File: src/rtl/axi4_types.sv
// Shared AXI4-Lite types: response codes, FSM state enums and PROT bit positions.
// AXI4_LITE_PROT_CHECK_EN makes unprivileged accesses (PROT[0]=0) fail with SLVERR.
package axi4_types;

    typedef enum logic [1:0] {
        OKAY   = 2'b00,
        EXOKAY = 2'b01,
        SLVERR = 2'b10,
        DECERR = 2'b11
    } resp_t;

    typedef enum logic [1:0] {W_IDLE, W_HAVE_AW, W_HAVE_W, W_RESP} wr_state_t;
    typedef enum logic {R_IDLE, R_DATA} rd_state_t;

    localparam int PROT_PRIV  = 0;
    localparam int PROT_NSEC  = 1;
    localparam int PROT_INSTR = 2;

    function automatic logic prot_fault(input logic [2:0] prot);
`ifdef AXI4_LITE_PROT_CHECK_EN
        return (prot & (3'b001 << PROT_PRIV)) == 3'b000;
`else
        return (prot & 3'b000) != 3'b000;
`endif
    endfunction

endpackage

File: src/rtl/axi4_lite_wr_ctrl.sv
// Write-side controller: AW/W holding registers, write FSM and B channel.
// Emits a single-cycle commit strobe; PROT checking follows AXI4_LITE_PROT_CHECK_EN.
module axi4_lite_wr_ctrl
    import axi4_types::*;
#(
    parameter int SIZE_WORD = 32,
    parameter int ADDR_W    = 12,
    parameter int N_REGS    = 16,
    localparam int SIZE_STRB = SIZE_WORD / 8,
    localparam int ADDR_LSB  = $clog2(SIZE_STRB),
    localparam int IDX_W     = (N_REGS > 1) ? $clog2(N_REGS) : 1
) (
    input  logic                 ACLK,
    input  logic                 ARSTn,
    input  logic                 rst_done,
    input  logic                 AWVALID,
    output logic                 AWREADY,
    input  logic [ADDR_W-1:0]    AWADDR,
    input  logic [2:0]           AWPROT,
    input  logic                 WVALID,
    output logic                 WREADY,
    input  logic [SIZE_WORD-1:0] WDATA,
    input  logic [SIZE_STRB-1:0] WSTRB,
    output logic                 BVALID,
    input  logic                 BREADY,
    output logic [1:0]           BRESP,
    output logic                 commit_o,
    output logic [IDX_W-1:0]     commit_idx_o,
    output logic [SIZE_WORD-1:0] commit_data_o,
    output logic [SIZE_STRB-1:0] commit_strb_o,
    output logic                 commit_err_o
);

    wr_state_t             state_q, state_d;
    logic [ADDR_W-1:0]     addr_q, addr_d;
    logic [2:0]            prot_q, prot_d;
    logic [SIZE_WORD-1:0]  data_q, data_d;
    logic [SIZE_STRB-1:0]  strb_q, strb_d;
    resp_t                 bresp_q, bresp_d;

    logic                  aw_hs, w_hs, commit, err;
    logic [ADDR_W-1:0]     cur_addr, word_addr;
    logic [2:0]            cur_prot;

    always_comb begin
        state_d = state_q;
        addr_d  = addr_q;
        prot_d  = prot_q;
        data_d  = data_q;
        strb_d  = strb_q;
        bresp_d = bresp_q;
        commit  = 1'b0;

        AWREADY = rst_done & (state_q == W_IDLE || state_q == W_HAVE_W);
        WREADY  = rst_done & (state_q == W_IDLE || state_q == W_HAVE_AW);
        aw_hs   = AWVALID & AWREADY;
        w_hs    = WVALID & WREADY;

        // Whichever half arrived earlier comes from the holding register.
        cur_addr      = (state_q == W_HAVE_AW) ? addr_q : AWADDR;
        cur_prot      = (state_q == W_HAVE_AW) ? prot_q : AWPROT;
        commit_data_o = (state_q == W_HAVE_W)  ? data_q : WDATA;
        commit_strb_o = (state_q == W_HAVE_W)  ? strb_q : WSTRB;
        word_addr     = cur_addr >> ADDR_LSB;
        err = !({1'b0, word_addr} < (ADDR_W + 1)'(N_REGS)) | prot_fault(cur_prot);

        case (state_q)
            W_IDLE: begin
                if (aw_hs && w_hs) begin
                    commit = 1'b1;
                end else if (aw_hs) begin
                    addr_d  = AWADDR;
                    prot_d  = AWPROT;
                    state_d = W_HAVE_AW;
                end else if (w_hs) begin
                    data_d  = WDATA;
                    strb_d  = WSTRB;
                    state_d = W_HAVE_W;
                end
            end
            W_HAVE_AW: commit = w_hs;
            W_HAVE_W:  commit = aw_hs;
            W_RESP:    if (BREADY) state_d = W_IDLE;
            default:   state_d = W_IDLE;
        endcase

        if (commit) begin
            state_d = W_RESP;
            bresp_d = err ? SLVERR : OKAY;
        end

        commit_o     = commit;
        commit_err_o = err;
        commit_idx_o = word_addr[IDX_W-1:0];
        BVALID       = (state_q == W_RESP);
        BRESP        = bresp_q;
    end

    always_ff @(posedge ACLK or negedge ARSTn) begin
        if (!ARSTn) begin
            state_q <= W_IDLE;
            addr_q  <= '0;
            prot_q  <= '0;
            data_q  <= '0;
            strb_q  <= '0;
            bresp_q <= OKAY;
        end else begin
            state_q <= state_d;
            addr_q  <= addr_d;
            prot_q  <= prot_d;
            data_q  <= data_d;
            strb_q  <= strb_d;
            bresp_q <= bresp_d;
        end
    end

endmodule

File: src/rtl/axi4_lite_regfile_slave.sv
// AXI4-Lite register-file slave: read FSM, register bank and per-register write pulses.
// Build option AXI4_LITE_PROT_CHECK_EN rejects unprivileged accesses with SLVERR.
module axi4_lite_regfile_slave
    import axi4_types::*;
#(
    parameter int SIZE_WORD = 32,
    parameter int ADDR_W    = 12,
    parameter int N_REGS    = 16,
    localparam int SIZE_STRB = SIZE_WORD / 8,
    localparam int ADDR_LSB  = $clog2(SIZE_STRB),
    localparam int IDX_W     = (N_REGS > 1) ? $clog2(N_REGS) : 1
) (
    input  logic                        ACLK,
    input  logic                        ARSTn,
    input  logic                        AWVALID,
    output logic                        AWREADY,
    input  logic [ADDR_W-1:0]           AWADDR,
    input  logic [2:0]                  AWPROT,
    input  logic                        WVALID,
    output logic                        WREADY,
    input  logic [SIZE_WORD-1:0]        WDATA,
    input  logic [SIZE_STRB-1:0]        WSTRB,
    output logic                        BVALID,
    input  logic                        BREADY,
    output logic [1:0]                  BRESP,
    input  logic                        ARVALID,
    output logic                        ARREADY,
    input  logic [ADDR_W-1:0]           ARADDR,
    input  logic [2:0]                  ARPROT,
    output logic                        RVALID,
    input  logic                        RREADY,
    output logic [SIZE_WORD-1:0]        RDATA,
    output logic [1:0]                  RRESP,
    output logic [N_REGS*SIZE_WORD-1:0] regs_o,
    output logic [N_REGS-1:0]           wr_pulse_o
);

    logic                              rst_done_q, rst_done_d;
    rd_state_t                         rd_state_q, rd_state_d;
    logic [SIZE_WORD-1:0]              rdata_q, rdata_d;
    resp_t                             rresp_q, rresp_d;
    logic [N_REGS-1:0][SIZE_WORD-1:0]  regs_q, regs_d;
    logic [N_REGS-1:0]                 wr_pulse_q, wr_pulse_d;

    logic                              commit, commit_err;
    logic [IDX_W-1:0]                  commit_idx;
    logic [SIZE_WORD-1:0]              commit_data;
    logic [SIZE_STRB-1:0]              commit_strb;
    logic [ADDR_W-1:0]                 ar_word;
    logic                              ar_err;

    axi4_lite_wr_ctrl #(
        .SIZE_WORD (SIZE_WORD),
        .ADDR_W    (ADDR_W),
        .N_REGS    (N_REGS)
    ) u_wr_ctrl (
        .ACLK          (ACLK),
        .ARSTn         (ARSTn),
        .rst_done      (rst_done_q),
        .AWVALID       (AWVALID),
        .AWREADY       (AWREADY),
        .AWADDR        (AWADDR),
        .AWPROT        (AWPROT),
        .WVALID        (WVALID),
        .WREADY        (WREADY),
        .WDATA         (WDATA),
        .WSTRB         (WSTRB),
        .BVALID        (BVALID),
        .BREADY        (BREADY),
        .BRESP         (BRESP),
        .commit_o      (commit),
        .commit_idx_o  (commit_idx),
        .commit_data_o (commit_data),
        .commit_strb_o (commit_strb),
        .commit_err_o  (commit_err)
    );

    always_comb begin
        rst_done_d = 1'b1;
        rd_state_d = rd_state_q;
        rdata_d    = rdata_q;
        rresp_d    = rresp_q;
        regs_d     = regs_q;
        wr_pulse_d = '0;

        ARREADY = rst_done_q & (rd_state_q == R_IDLE);
        ar_word = ARADDR >> ADDR_LSB;
        ar_err  = !({1'b0, ar_word} < (ADDR_W + 1)'(N_REGS)) | prot_fault(ARPROT);

        // Reads sample regs_q, so a same-edge commit is seen only by later reads.
        case (rd_state_q)
            R_IDLE: if (ARVALID && ARREADY) begin
                rdata_d    = ar_err ? '0 : regs_q[ar_word[IDX_W-1:0]];
                rresp_d    = ar_err ? SLVERR : OKAY;
                rd_state_d = R_DATA;
            end
            R_DATA:  if (RREADY) rd_state_d = R_IDLE;
            default: rd_state_d = R_IDLE;
        endcase

        if (commit && !commit_err) begin
            for (int i = 0; i < SIZE_STRB; i++) begin
                if (commit_strb[i]) regs_d[commit_idx][i*8 +: 8] = commit_data[i*8 +: 8];
            end
            wr_pulse_d[commit_idx] = |commit_strb;
        end

        RVALID     = (rd_state_q == R_DATA);
        RDATA      = rdata_q;
        RRESP      = rresp_q;
        regs_o     = regs_q;
        wr_pulse_o = wr_pulse_q;
    end

    always_ff @(posedge ACLK or negedge ARSTn) begin
        if (!ARSTn) begin
            rst_done_q <= 1'b0;
            rd_state_q <= R_IDLE;
            rdata_q    <= '0;
            rresp_q    <= OKAY;
            regs_q     <= '0;
            wr_pulse_q <= '0;
        end else begin
            rst_done_q <= rst_done_d;
            rd_state_q <= rd_state_d;
            rdata_q    <= rdata_d;
            rresp_q    <= rresp_d;
            regs_q     <= regs_d;
            wr_pulse_q <= wr_pulse_d;
        end
    end

endmodule

File: config.mk
export PLATFORM = sky130hd
export DESIGN_NAME = axi4_lite_regfile_slave
export DESIGN_NICKNAME = d
export VERILOG_FILES = /design/src/rtl/axi4_types.sv /design/src/rtl/axi4_lite_wr_ctrl.sv /design/src/rtl/axi4_lite_regfile_slave.sv
export SDC_FILE = /design/constraint.sdc
export NUM_CORES = 1
export LEC_CHECK = 0
export CAP_MARGIN = 25
export CELL_PAD_IN_SITES_DETAIL_PLACEMENT = 1
export CELL_PAD_IN_SITES_GLOBAL_PLACEMENT = 2
export CORE_ASPECT_RATIO = 0.8
export CORE_MARGIN = 4
export CORE_UTILIZATION = 35
export DETAILED_ROUTE_END_ITERATION = 10
export GPL_ROUTABILITY_DRIVEN = 0
export HOLD_SLACK_MARGIN = 0.08
export PLACE_DENSITY_LB_ADDON = 0.15
export SYNTH_ARGS = -nofsm -noshare
export SYNTH_HDL_FRONTEND = slang
export SYNTH_SLANG_ARGS = --single-unit
export TNS_END_PERCENT = 100
File: constraint.sdc
create_clock -name ACLK -period 3.4 [get_ports ACLK]
set_clock_uncertainty 0.05 [all_clocks]
set_input_delay 0.85 -clock ACLK [delete_from_list [all_inputs] [get_ports ACLK]]
set_output_delay 0.85 -clock ACLK [all_outputs]
set_load 0.01 [all_outputs]
==> results.sh <==
export IMPL_outcome="completed"
export IMPL_postCtsResizedCells=0
export IMPL_fp_dieW_um=322
export IMPL_crit_required_ps=3850
export IMPL_vias=19000
export IMPL_synth_cell_types=33
export IMPL_synth_top_area_cell="dfrtp_1"
export IMPL_worstPathArrival_ps=3480
export IMPL_row_count=91
export IMPL_fmax_mhz=330
export IMPL_worst_path_max_fanout=14
export IMPL_place_port_buffers=629
export IMPL_initial_core_util_pct=35.6
export IMPL_clk_pin_slew_ps=60
export IMPL_combPwrFrac_pct=20.5
export IMPL_synthFlopType="dfrtp_1"
export IMPL_wl_met3_um=6860
export IMPL_clock_latency_ps=610
export IMPL_nets=2538
export IMPL_cts_inserted_buffers=68
export IMPL_wl_met2_um=54500
export IMPL_postLayoutSetupSlackWorst_ps=365
export IMPL_min_path_type="in2async"
export IMPL_fin_cells=3542
export IMPL_crit_path_max_incr_delay_ps=680
export IMPL_maxSlewHeadroom_pct=33.8
export IMPL_hold_viol=0
export IMPL_synth_top_area_share_pct=55.5
export IMPL_top_layer_used="met5"
export IMPL_netSwitchingPower_mw=5.81
export IMPL_m1WireLength_um=43100
export IMPL_drive_above_1_share_pct=38.9
export IMPL_grt_max_degree=72
export IMPL_whs_ps=209
export IMPL_critical_path_class="reg2reg"
export IMPL_avgSynthCellArea_um2=15.7
export IMPL_final_core_util_pct=49.2
export IMPL_clock_sinks=612
export IMPL_fp_dieArea_mm2=0.0835
export IMPL_core_mm2=0.0777
export IMPL_grt_remaining_overflow=0
export IMPL_ir_drop_v=0.000356
export IMPL_yosys_cell_count_top_type="dfrtp_1"
export IMPL_async_flop_share_pct=100
export IMPL_seqPwrFrac_pct=42.2
export IMPL_ant_nets=0
export IMPL_max_cap_violations=0
export IMPL_synth_area_leaders="dfrtp_1, mux2_2, mux4_2"
export IMPL_rsz0062_at_grt="false"
export IMPL_drc_errors=0
export IMPL_hpwl_um=77500
export IMPL_finalSetupViolations=0
export IMPL_post_cts_buffers=0
export IMPL_period_needed_ps=3030
export IMPL_wl_per_cell_um=30.2
export IMPL_dp_cells=3418
export IMPL_worstSetupEndpointType="register"
export IMPL_yosysSeqAreaShare_pct=55.5
export IMPL_internal_power_mw=14.0
export IMPL_power_density_mw_per_mm2=519
export IMPL_grt_pass1_wl_um=155000
export IMPL_cp_slowest_cell="a31oi_1"
export IMPL_hold_buffers=0
export IMPL_clock_path_buffers=3
export IMPL_worst_pin_slew_ps=989
export IMPL_crit_path_start_kind="register"
export IMPL_p_clk_share_pct=37.2
export IMPL_swShare_pct=29.3
export IMPL_slew_viol_final=0
export IMPL_place_worst_setup_slack_ps=-66.7
export IMPL_tns_ps=0
export IMPL_synthCells=1759
export IMPL_yosys_top_cells_count="dfrtp_1, mux2_2, mux4_2"
export IMPL_grt_use_total_pct=25.5
export IMPL_drt_iter0_drc=923
export IMPL_p_total_mw=19.8
export IMPL_synth_warnings=0
export IMPL_htree_levels=3
export IMPL_synth_edf_count=0
export IMPL_routed_wl_um=107000
export IMPL_cts_root_buf="clkbuf_16"
export IMPL_antenna_found_initial=4
export IMPL_ys_ff_latch=612
export IMPL_vias_per_cell=5.35
export IMPL_grt_pass1_vias=21000
export IMPL_area_growth_pct=38.2
export IMPL_p_leak_nw=17.9
export IMPL_pin_count=642
export IMPL_period_share_pct=89.3
export IMPL_netlist_area_mm2=0.0276
export IMPL_cts_tree="done"
export IMPL_final_area_mm2=0.0382
export IMPL_place_area_mm2=0.0360
export IMPL_dr_pass1_iters=5
export IMPL_crit_chain="nand2b_1 -> buf_4 -> a31oi_1 -> nor2_1 -> nand2_1 -> mux2_2"
export IMPL_fp_dieH_um=259
flip-flops by register name, summed over array words and instances, names as in the netlist:
| name | flops |
|---|---|
| rst_done_q | 1 |
| u_wr_ctrl.BRESP | 1 |
| u_wr_ctrl.addr_q | 10 |
| u_wr_ctrl.data_q | 32 |
| u_wr_ctrl.state_q | 2 |
| u_wr_ctrl.strb_q | 4 |
| RDATA | 32 |
| regs_o | 512 |
| RVALID | 1 |
| RRESP | 1 |
| wr_pulse_o | 16 |
placed cells by master (no fill, tap or decap), types with 36 or more instances in the layout:
master / Yosys / layout
clkdlybuf4s50_1: 0 / 624
dfrtp_1: 612 / 612
mux2_2: 586 / 586
mux4_2: 128 / 128
buf_4: 2 / 80
clkbuf_16: 0 / 71
nand2_4: 40 / 40
a21oi_1: 37 / 37
nor2b_1: 37 / 36
mux2i_1: 36 / 36
power groups by stage:
stage	logic [mW]	registers [mW]	clock network, mW
6_report	4.06	8.37	7.38
5_1_grt	4.38	8.44	7.90
4_1_cts	4.13	8.36	7.55
3_5_place_dp	4.12	8.49	0
3_3_place_gp	3.99	8.44	0
2_1_floorplan	1.99	8.47	0
final cells by class:
class	instances	area, um^2
fill	7584	39500
sequential	612	15300
multi-input combinational	1038	11900
timing repair buffer	739	7480
clock buffer	103	2020
tap	1023	1280
clock inverter	19	178
inverter	6	22.5
antenna	2	5.00
worst paths after layout:
kind / from / endpoint / slack, ps / cells past startpoint
min: ARSTn / regs_o[49]$_DFFE_PN0P_ / 210 / 1
max in group asynchronous: ARSTn / u_wr_ctrl.data_q[3]$_DFFE_PN0P_ / 2080 / 2
max reg2reg: u_wr_ctrl.state_q[0]$_DFFE_PN0P_ / regs_o[414]$_DFFE_PN0P_ / 370 / 6
min in group ACLK: u_wr_ctrl.BRESP[1]$_DFFE_PN0P_ / u_wr_ctrl.BRESP[1]$_DFFE_PN0P_ / 440 / 2
min reg2reg: u_wr_ctrl.BRESP[1]$_DFFE_PN0P_ / u_wr_ctrl.BRESP[1]$_DFFE_PN0P_ / 440 / 2
max: u_wr_ctrl.state_q[0]$_DFFE_PN0P_ / regs_o[414]$_DFFE_PN0P_ / 370 / 6
kinds of logic after synthesis:
| kind of cell | after synthesis | synth area share, % |
|---|---|---|
| compound gates | 122 | 3.20 |
| buf+inv | 110 | 1.66 |
| mux | 750 | 35.6 |
| flops | 612 | 55.5 |
| other cells | 2 | 0.0272 |
| simple gates | 163 | 4.02 |
critical path: cells and delay by family, from the launching register on:
| family | cells | cell delay (ps) |
|---|---|---|
| mux | 1 | 390 |
| simple gates | 3 | 960 |
| flops | 1 | 640 |
| buf+inv | 1 | 190 |
| compound gates | 1 | 680 |
routing by layer:
metal  vias to the layer above  GRT usage, %
li1                       8056             -
met5                         -             0
met4                         2          5.73
met2                       518          44.4
met1                     10300          31.6
met3                       129          7.12
(Power assumes the default switching activity.)
